### config.mk
export PLATFORM = sky130hd
export DESIGN_NAME = game_sequencer
export DESIGN_NICKNAME = d
export VERILOG_FILES = /design/src/rtl/game_sequencer.sv
export SDC_FILE = /design/constraint.sdc
export NUM_CORES = 1
export LEC_CHECK = 0
export BUFFER_PORTS_ARGS = -buffer_cell sky130_fd_sc_hd__buf_2
export CAP_MARGIN = 0
export CELL_PAD_IN_SITES_DETAIL_PLACEMENT = 1
export CELL_PAD_IN_SITES_GLOBAL_PLACEMENT = 1
export CORE_UTILIZATION = 43
export DETAILED_ROUTE_END_ITERATION = 8
export GPL_ROUTABILITY_DRIVEN = 0
export HOLD_SLACK_MARGIN = 0.15
export PLACE_DENSITY_LB_ADDON = 0.08
export SYNTH_ARGS = -nofsm -noshare
export SYNTH_HDL_FRONTEND = slang
export SYNTH_SLANG_ARGS = --single-unit
### constraint.sdc
create_clock -name Clk100M -period 3.35 [get_ports Clk100M]
set_input_delay 0.1675 -clock Clk100M [delete_from_list [all_inputs] [get_ports Clk100M]]
set_output_delay 0.1675 -clock Clk100M [all_outputs]
set_load 0.005 [all_outputs]
### src/rtl/game_sequencer.sv
// Phase/level/lives sequencer for the symbol-counting game: PRE -> GAME -> ANSWER -> POST,
// timed by a synchronised 1 Hz tick, judging the Score difference at the end of POST.
module game_sequencer #(
  parameter int NUM_LEVELS = 8,
  parameter int LEVEL_W    = 4,
  parameter int PRE_SECS   = 3,
  parameter int GAME_SECS  = 10,
  parameter int ANS_SECS   = 10,
  parameter int POST_SECS  = 3,
  parameter int LIVES      = 3,
  parameter int TOL_BASE   = 2,
  parameter int DIFF_W     = 5
) (
  input  logic               Clk100M,
  input  logic               reset,
  input  logic               Clk1Hz,
  input  logic               start,
  input  logic [DIFF_W-1:0]  difference,
  input  logic               diffValid,
  output logic               prelimSig,
  output logic               gameSig,
  output logic               answerSig,
  output logic               postSig,
  output logic [2:0]         curPhase,
  output logic [7:0]         secsLeft,
  output logic [LEVEL_W-1:0] curLevel,
  output logic [3:0]         livesLeft,
  output logic               levelPass,
  output logic               lose,
  output logic               win
);

  typedef enum logic [2:0] {
    IDLE   = 3'd0,
    PRE    = 3'd1,
    GAME   = 3'd2,
    ANSWER = 3'd3,
    POST   = 3'd4,
    OVER   = 3'd5,
    WIN    = 3'd6
  } phase_t;

  phase_t              state;
  logic [2:0]          sync_q;
  logic                tick;
  logic                got_diff;
  logic [DIFF_W-1:0]   diff_q;
  logic [DIFF_W-1:0]   eff_diff;
  logic [31:0]         half_level;
  logic [31:0]         tol;
  logic                pass;
  logic                last_sec;
  logic                timed;

  assign curPhase = state;

  // Two flops resynchronise Clk1Hz; the third is the previous-value flop for edge detect.
  always_ff @(posedge Clk100M or posedge reset) begin
    if (reset) begin
      sync_q <= '0;
      tick   <= 1'b0;
    end else begin
      // NOTE: non-blocking assignments so every flop samples the pre-edge values of the others.
      sync_q <= {sync_q[1:0], Clk1Hz};
      tick   <= sync_q[1] & ~sync_q[2];
    end
  end

  always_comb begin
    half_level = 32'(curLevel) >> 1;
    tol        = (32'(TOL_BASE) > half_level) ? 32'(TOL_BASE) - half_level : '0;
    // A strobe landing on the judging edge supersedes the latched value.
    eff_diff   = diffValid ? difference : diff_q;
    pass       = (got_diff || diffValid) && (32'(eff_diff) <= tol);
    timed      = (state == PRE) || (state == GAME) || (state == ANSWER) || (state == POST);
    last_sec   = tick && (secsLeft == 8'd1);
  end

  always_ff @(posedge Clk100M or posedge reset) begin
    if (reset) begin
      state     <= IDLE;
      prelimSig <= 1'b0;
      gameSig   <= 1'b0;
      answerSig <= 1'b0;
      postSig   <= 1'b0;
      levelPass <= 1'b0;
      secsLeft  <= '0;
      curLevel  <= '0;
      livesLeft <= 4'(LIVES);
      lose      <= 1'b0;
      win       <= 1'b0;
      got_diff  <= 1'b0;
      diff_q    <= '0;
    end else begin
      prelimSig <= 1'b0;
      gameSig   <= 1'b0;
      answerSig <= 1'b0;
      postSig   <= 1'b0;
      levelPass <= 1'b0;

      // NOTE: the latch sits before the case so a PRE entry on the same edge wins and clears got_diff.
      if (diffValid && (state == ANSWER || state == POST)) begin
        diff_q   <= difference;
        got_diff <= 1'b1;
      end

      if (timed && tick && secsLeft > 8'd1) secsLeft <= secsLeft - 8'd1;

      unique case (state)
        IDLE, OVER, WIN: if (start) begin
          curLevel  <= '0;
          livesLeft <= 4'(LIVES);
          lose      <= 1'b0;
          win       <= 1'b0;
          state     <= PRE;
          secsLeft  <= 8'(PRE_SECS);
          prelimSig <= 1'b1;
          got_diff  <= 1'b0;
        end
        PRE: if (last_sec) begin
          state    <= GAME;
          secsLeft <= 8'(GAME_SECS);
          gameSig  <= 1'b1;
        end
        GAME: if (last_sec) begin
          state     <= ANSWER;
          secsLeft  <= 8'(ANS_SECS);
          answerSig <= 1'b1;
        end
        ANSWER: if (last_sec) begin
          state    <= POST;
          secsLeft <= 8'(POST_SECS);
          postSig  <= 1'b1;
        end
        POST: if (last_sec) begin
          if (pass && curLevel == LEVEL_W'(NUM_LEVELS - 1)) begin
            levelPass <= 1'b1;
            state     <= WIN;
            win       <= 1'b1;
            secsLeft  <= '0;
          end else if (pass || livesLeft > 4'd1) begin
            if (pass) begin
              levelPass <= 1'b1;
              curLevel  <= curLevel + LEVEL_W'(1);
            end else begin
              livesLeft <= livesLeft - 4'd1;
            end
            state     <= PRE;
            secsLeft  <= 8'(PRE_SECS);
            prelimSig <= 1'b1;
            got_diff  <= 1'b0;
          end else begin
            livesLeft <= '0;
            state     <= OVER;
            lose      <= 1'b1;
            secsLeft  <= '0;
          end
        end
        default: begin
          state    <= IDLE;
          secsLeft <= '0;
        end
      endcase
    end
  end

endmodule
==> results of run 1 <==
what timing repair did:
action | CTS | global route
setup buffers | 0 | 0
hold endpoints to repair | 40 | 0
hold buffers | 7 | 0
worst paths after layout:
kind                            cells after the start                     from                       end
worst max-delay path                                8  curLevel[1]$_DFFE_PP0P_        got_diff$_DFF_PP0_
worst min-delay path                                2                    start          lose$_DFFE_PP0P_
worst max register to register                      8  curLevel[1]$_DFFE_PP0P_        got_diff$_DFF_PP0_
worst min register to register                      0      sync_q[0]$_DFF_PP0_       sync_q[1]$_DFF_PP0_
max in group asynchronous                           4                    reset  livesLeft[0]$_DFFE_PP1P_
min in group asynchronous                           4                    reset         gameSig$_DFF_PP0_
stage by stage:
step / setup WS, ns / std cells / utilization / cell area (um2) / hold WS, ns
floorplan: 0.728 / 248 / - / 2330 / 0.199
global placement: 0.577 / 345 / 0.494 / 2560 / 0.275
detailed placement: 0.494 / 345 / 0.494 / 2560 / 0.278
CTS: 0.485 / 360 / 0.529 / 2730 / 0.250
global route: 0.357 / 360 / 0.529 / 2730 / 0.294
finish: 0.485 / 360 / 0.529 / 2730 / 0.259
sequential cells by signal, indices dropped and copies added (netlist names):
name,count
lose,1
answerSig,1
livesLeft,4
gameSig,1
postSig,1
prelimSig,1
curPhase,3
tick,1
sync_q,3
curLevel,4
secsLeft,8
got_diff,1
win,1
levelPass,1
diff_q,5
placed cells by master, fill, tap and decap left out, types with 2 or more instances in the layout:
master | netlist | final
nor2_1 | 24 | 24
clkbuf_8 | 0 | 5
ha_1 | 11 | 11
dfstp_2 | 2 | 2
dlygate4sd3_1 | 0 | 7
nand2b_1 | 5 | 5
a31oi_1 | 4 | 4
nand3_1 | 4 | 4
a21oi_1 | 11 | 11
or3_1 | 7 | 7
o21a_1 | 3 | 3
a41oi_1 | 2 | 2
nor3_1 | 10 | 10
o21ai_0 | 15 | 15
mux2i_1 | 5 | 5
and3_1 | 3 | 3
nand4_1 | 4 | 4
or2_2 | 2 | 2
o211ai_1 | 3 | 3
o21ai_1 | 2 | 2
buf_4 | 0 | 4
mux2_2 | 8 | 8
inv_1 | 10 | 10
nor4bb_1 | 2 | 2
o31ai_1 | 3 | 3
buf_2 | 6 | 35
xnor2_1 | 4 | 4
xor2_1 | 4 | 4
nor2b_1 | 4 | 4
dfrtp_1 | 34 | 34
nand2_1 | 16 | 16
nor4_1 | 2 | 2
worst max-delay path, stage by stage, from the launching register on:
cell and delay, ns:
dfrtp_1 0.44, ha_1 0.30, or3_1 0.35, ha_1 0.30
nor2b_1 0.15, o2111ai_1 0.42, a21oi_1 0.24, o41ai_2 0.47
a21oi_1 0.07
power by group through the flow:
stage          Sequential, mW  Combinational [mW]  Clock (mW)
5_1_grt                 0.710                1.11       0.407
3_3_place_gp            0.692               0.959           0
3_5_place_dp            0.697               0.977           0
6_report                0.689               0.984       0.385
2_1_floorplan           0.632               0.792           0
4_1_cts                 0.689               0.995       0.397
cells by family (layout without fill, tap and decap cells):
| family | Yosys count | count (layout) |
|---|---|---|
| DFF | 36 | 36 |
| buffers and inverters | 22 | 64 |
| AOI/OAI and AO/OA | 62 | 62 |
| adders and majority gates | 11 | 11 |
| other | 1 | 1 |
| muxes | 13 | 13 |
| xor gates and xnor gates | 8 | 8 |
| and+or+nand+nor | 95 | 95 |
layer usage:
metal	GRT usage	up-vias
met5	0	-
met4	0.0494	0
met3	0.0331	4
met2	0.399	25
met1	0.305	994
li1	-	989
layout make-up:
class / count / area [um2]
fill: 636 / 2440
tap: 70 / 87.6
sequential: 36 / 903
multi-input combinational: 190 / 1320
inverter: 10 / 37.5
clock buffer: 6 / 72.6
clock inverter: 2 / 35.0
timing repair buffer: 46 / 275
==> summary.md, run 1 <==
| Metric | Value |
|---|---|
| Status | finished clean |
| Post-synth ARST share | 1.00 |
| Rel. slew slack | 0.540 |
| Req. time, crit path | 3.51 ns |
| Min Tclk post-route | 2.87 ns |
| Mapped Cells | 248 |
| Synth top cells by count | dfrtp_1 (34), nor2_1 (24), nand2_1 (16) |
| Metal2 WL | 2880 um |
| DR WL met3 | 113 um |
| Tcrit/Tclk final | 0.855 |
| Met1 WL | 2900 um |
| Vias in the first global route | 2065 |
| Max cap viols | 0 |
| Die width | 75.6 um |
| Combinational fraction of design power | 0.478 |
| Mapped Area | 2330 um2 |
| H-tree depth | 2 |
| Synth Area in XOR/XNOR | 0.0301 |
| Die ar. | 5720 um2 |
| Clock tree sinks | 36 |
| Worst-path fanout max | 6 |
| R2R setup slack | 0.48 ns |
| RSZ-0062 raised after global routing | no |
| Final setup TNS | 0 ns |
| CTS tree | yes |
| Synth Area in Adders | 0.0590 |
| Worst Clk Skew | 0.00671 ns |
| Data arrival time at the worst-slack endpoint | 3.02 ns |
| Total power | 2.06 mW |
| Synth Area in Compound Gates | 0.186 |
| GRT Total Usage | 0.230 |
| Mapped Nets | 269 |
| Mux share of post-synthesis cell area | 0.0601 |
| Grt total ovfl | 0 |
| Peak VDD IR | 0.000370 V |
| Synth Flop Type | dfrtp_1 |
| CTS Root Cell | clkbuf_8 |
| DRT antenna net count | 0 |
| Antenna cells | 0 |
| Largest family of logic cells by synthesized area | simple AND/OR/NAND/NOR gates |
| Setup-failing EPs final | 0 |
| # resized after CTS | 0 |
| Pins Over Slew Limit | 0 |
| Avg Cell Area, Syn | 9.40 um2 |
| Core area | 5170 um2 |
| Avg Vias per Cell | 5.59 |
| Hpwl dp | 4250 um |
| WL/cell | 16.5 um |
| Seq pwr share | 0.335 |
| TritonCTS Buffers | 5 |
| Count leader, synth | dfrtp_1 |
| Die Y | 75.6 um |
| Hold Path Class | input pin to flip-flop |
| Seq/Total Area, Yosys | 0.388 |
| DRT iter0 DRCs | 56 |
| Sw Pwr | 0.877 mW |
| Switching Share | 0.426 |
| Layout cell share with drive strength beyond 1 | 0.245 |
| Leak | 1.30 nW |
| Pint | 1.18 mW |
| Synth Area in Simple Gates | 0.231 |
| I/O Buffers | 35 |
| Boundary pin count | 36 |
| DRC | 0 |
| Yosys reg bits | 36 |
| Worst-Skew Late Latency | 0.28 ns |
| Power Dens Cells | 753 nW/um2 |
| Largest net degree at the start of global routing | 37 |
| Clk pin slew, worst setup/hold paths | 0.08 ns |
| Final hold violations | 0 |
| CP startpoint kind | flip-flop |
| Drt pass-1 iters | 4 |
| Fmax | 349 MHz |
| Routed via count | 2012 |
| WL final | 5940 um |
| Crit end category | flip-flop |
| Critical path class | flip-flop to flip-flop |
| First-pass GRT wire length | 9920 um |
| Nets | 310 |
| Clk pwr share | 0.187 |
| Initial antenna violation count | 0 |
| Starting Density | 0.451 |
| # rows | 26 |
| Yosys warns | 0 |
| Area growth syn-to-layout | 17.3% |
| Top area cells in the synthesized netlist | dfrtp_1 (37%), ha_1 (5.9%), mux2_2 (3.9%) |
| Number of synthesized flops with an enable pin | 0 |
| CTS Buffer Depth | 2 |
| Worst-Margin Slew | 0.685 ns |
| Synth cell types | 64 |
| Top routing layer in use | met4 |
| Post-synth top area share | 0.365 |
| Synth area leader | dfrtp_1 |
Power figures use the tool's default switching activity.
==> inputs of run 2 (changes only) <==
- CORE_UTILIZATION: 43 -> 44
- CTS_BUF_LIST: default -> sky130_fd_sc_hd__clkbuf_2 sky130_fd_sc_hd__clkbuf_4 sky130_fd_sc_hd__clkbuf_8
==> summary.md, run 2 (synthesis gave the netlist of run 1 again) <==
| Metric | Value |
|---|---|
| Final hold violations | 0 |
| Fillers | 605 |
| CTS Buffer Depth | 2 |
| Worst-Margin Slew | 0.715 ns |
| Highest-delay cell along the critical path | dfrtp_1 |
| CTS tree | yes |
| Clk pin slew, worst setup/hold paths | 0.08 ns |
| WL/cell | 16.6 um |
| Top Registers | secsLeft x8, diff_q x5 |
| Largest net degree at the start of global routing | 37 |
| Commonest non-fill, non-tap cell in the layout | buf_2 |
| Sw Pwr | 0.881 mW |
| Avg Vias per Cell | 5.72 |
| DRT iter0 DRCs | 80 |
| CTS Root Cell | clkbuf_8 |
| Final WS setup | 0.458 ns |
| # resized after CTS | 0 |
| Met2 Usage GRT | 0.377 |
| Met1 Resource Use GR | 0.330 |
| Commonest non-fill, non-tap cells in the layout | buf_2 (35), dfrtp_1 (34), nor2_1 (24), nand2_1 (16), o21ai_0 (15) |
| # rows | 26 |
| Starting Density | 0.456 |
| WL final | 5970 um |
| Crit-path cells | ha_1 > or3_1 > ha_1 > nor2b_1 > o2111ai_1 > a21oi_1 > o41ai_2 > a21oi_1 |
| Setup-failing EPs final | 0 |
| Routed via count | 2059 |
| Worst-Skew Late Latency | 0.30 ns |
| Final Util | 0.533 |
| Power Dens Cells | 743 nW/um2 |
| Boundary pin count | 36 |
| Vias in the first global route | 2039 |
| Tcrit/Tclk final | 0.863 |
| Crit end category | flip-flop |
| Worst Clk Skew | 0.00613 ns |
| Grt total ovfl | 0 |
| Core area | 5110 um2 |
| Peak VDD IR | 0.000397 V |
| Nets | 310 |
| Pint | 1.14 mW |
| Final setup TNS | 0 ns |
| RSZ-0062 raised after global routing | no |
| I/O Buffers | 35 |
| DRT antenna net count | 0 |
| Design Area, Final | 2720 um2 |
| Clk pwr share | 0.172 |
| Setup bufs post-CTS | 0 |
| Die width | 74.8 um |
| TritonCTS Buffers | 5 |
| H-tree depth | 2 |
| Biggest register | secsLeft |
| Clock tree sinks | 36 |
| Antenna cells | 0 |
| First-pass GRT wire length | 10000 um |
| Drt pass-1 iters | 4 |
| Data arrival time at the worst-slack endpoint | 3.06 ns |
| CP top delay family | compound AO/OA/AOI/OAI gates |
| Pins Over Slew Limit | 0 |
| DRC | 0 |
| Largest register FFs | 8 |
| Placed inst area | 2560 um2 |
| Status | finished clean |
| Die ar. | 5590 um2 |
| Worst-path fanout max | 8 |
| Dpl ws | 0.493 ns |
| Critical path class | flip-flop to flip-flop |
| Initial antenna violation count | 0 |
| Grt peak-use layer | met2 |
| GR Util met3 | 0.0455 |
| Total power | 2.03 mW |
| Max cap viols | 0 |
| CP startpoint kind | flip-flop |
| Hold WS | 0.233 ns |
| Layout cell share with drive strength beyond 1 | 0.248 |
| Seq pwr share | 0.341 |
| Area growth syn-to-layout | 16.9% |
| Min Tclk post-route | 2.89 ns |
| Combinational fraction of design power | 0.487 |
| Hpwl dp | 4210 um |
| Leak | 1.30 nW |
| Fmax | 346 MHz |
| Worst path bufs/invs | 0 |
| GRT Total Usage | 0.238 |
| Req. time, crit path | 3.52 ns |
| Dpl cells | 345 |
| Switching Share | 0.435 |
| Critical Path Max Stage Delay | 0.46 ns |
| Rel. slew slack | 0.520 |
| Post-CTS Hold Fix Bufs | 7 |
| Hold Path Class | input pin to flip-flop |
| Finished Layout Cells | 360 |
| Die Y | 74.8 um |
## run 2: cell count changes in the layout (fill, tap and decap cells not counted)
cell       delta
bufinv_16     -1
clkbuf_8      +1
clkinv_2      -1
clkbuf_4      +2
clkbuf_1      -1
## run 2: worst paths after layout
kind                                    startpoint                        to  slack (ns)  cells after the start
setup / recovery           curLevel[2]$_DFFE_PP0P_        got_diff$_DFF_PP0_        0.46                      8
hold / removal                               start          lose$_DFFE_PP0P_        0.23                      2
setup reg to reg           curLevel[2]$_DFFE_PP0P_        got_diff$_DFF_PP0_        0.46                      8
hold reg to reg                sync_q[0]$_DFF_PP0_       sync_q[1]$_DFF_PP0_        0.36                      0
max in group asynchronous                    reset  livesLeft[1]$_DFFE_PP1P_        2.47                      4
min in group asynchronous                    reset       answerSig$_DFF_PP0_        0.52                      4
## run 2: final cells by class
cell class                      instances  area (um2)  area share
Clock buffer                            8        97.6      0.0358
Inverter                               10        37.5      0.0138
Multi-Input combinational cell        190        1320       0.486
Sequential cell                        36         903       0.332
Tap cell                               70        87.6      0.0322
Timing Repair Buffer                   46         275       0.101
## run 2: power by group through the flow
| stage | registers (mW) | clock network, mW | logic [mW] |
|---|---|---|---|
| floorplan | 0.632 | 0 | 0.792 |
| global placement | 0.695 | 0 | 0.962 |
| detailed placement | 0.698 | 0 | 0.977 |
| CTS | 0.690 | 0.359 | 0.992 |
| global route | 0.712 | 0.375 | 1.11 |
| finish | 0.690 | 0.349 | 0.987 |
## run 2: metal layers
layer,part of all wire,up-vias
li1,-,988
met1,0.50,1025
met2,0.46,38
met3,0.031,8
met4,0.015,0
met5,0,-
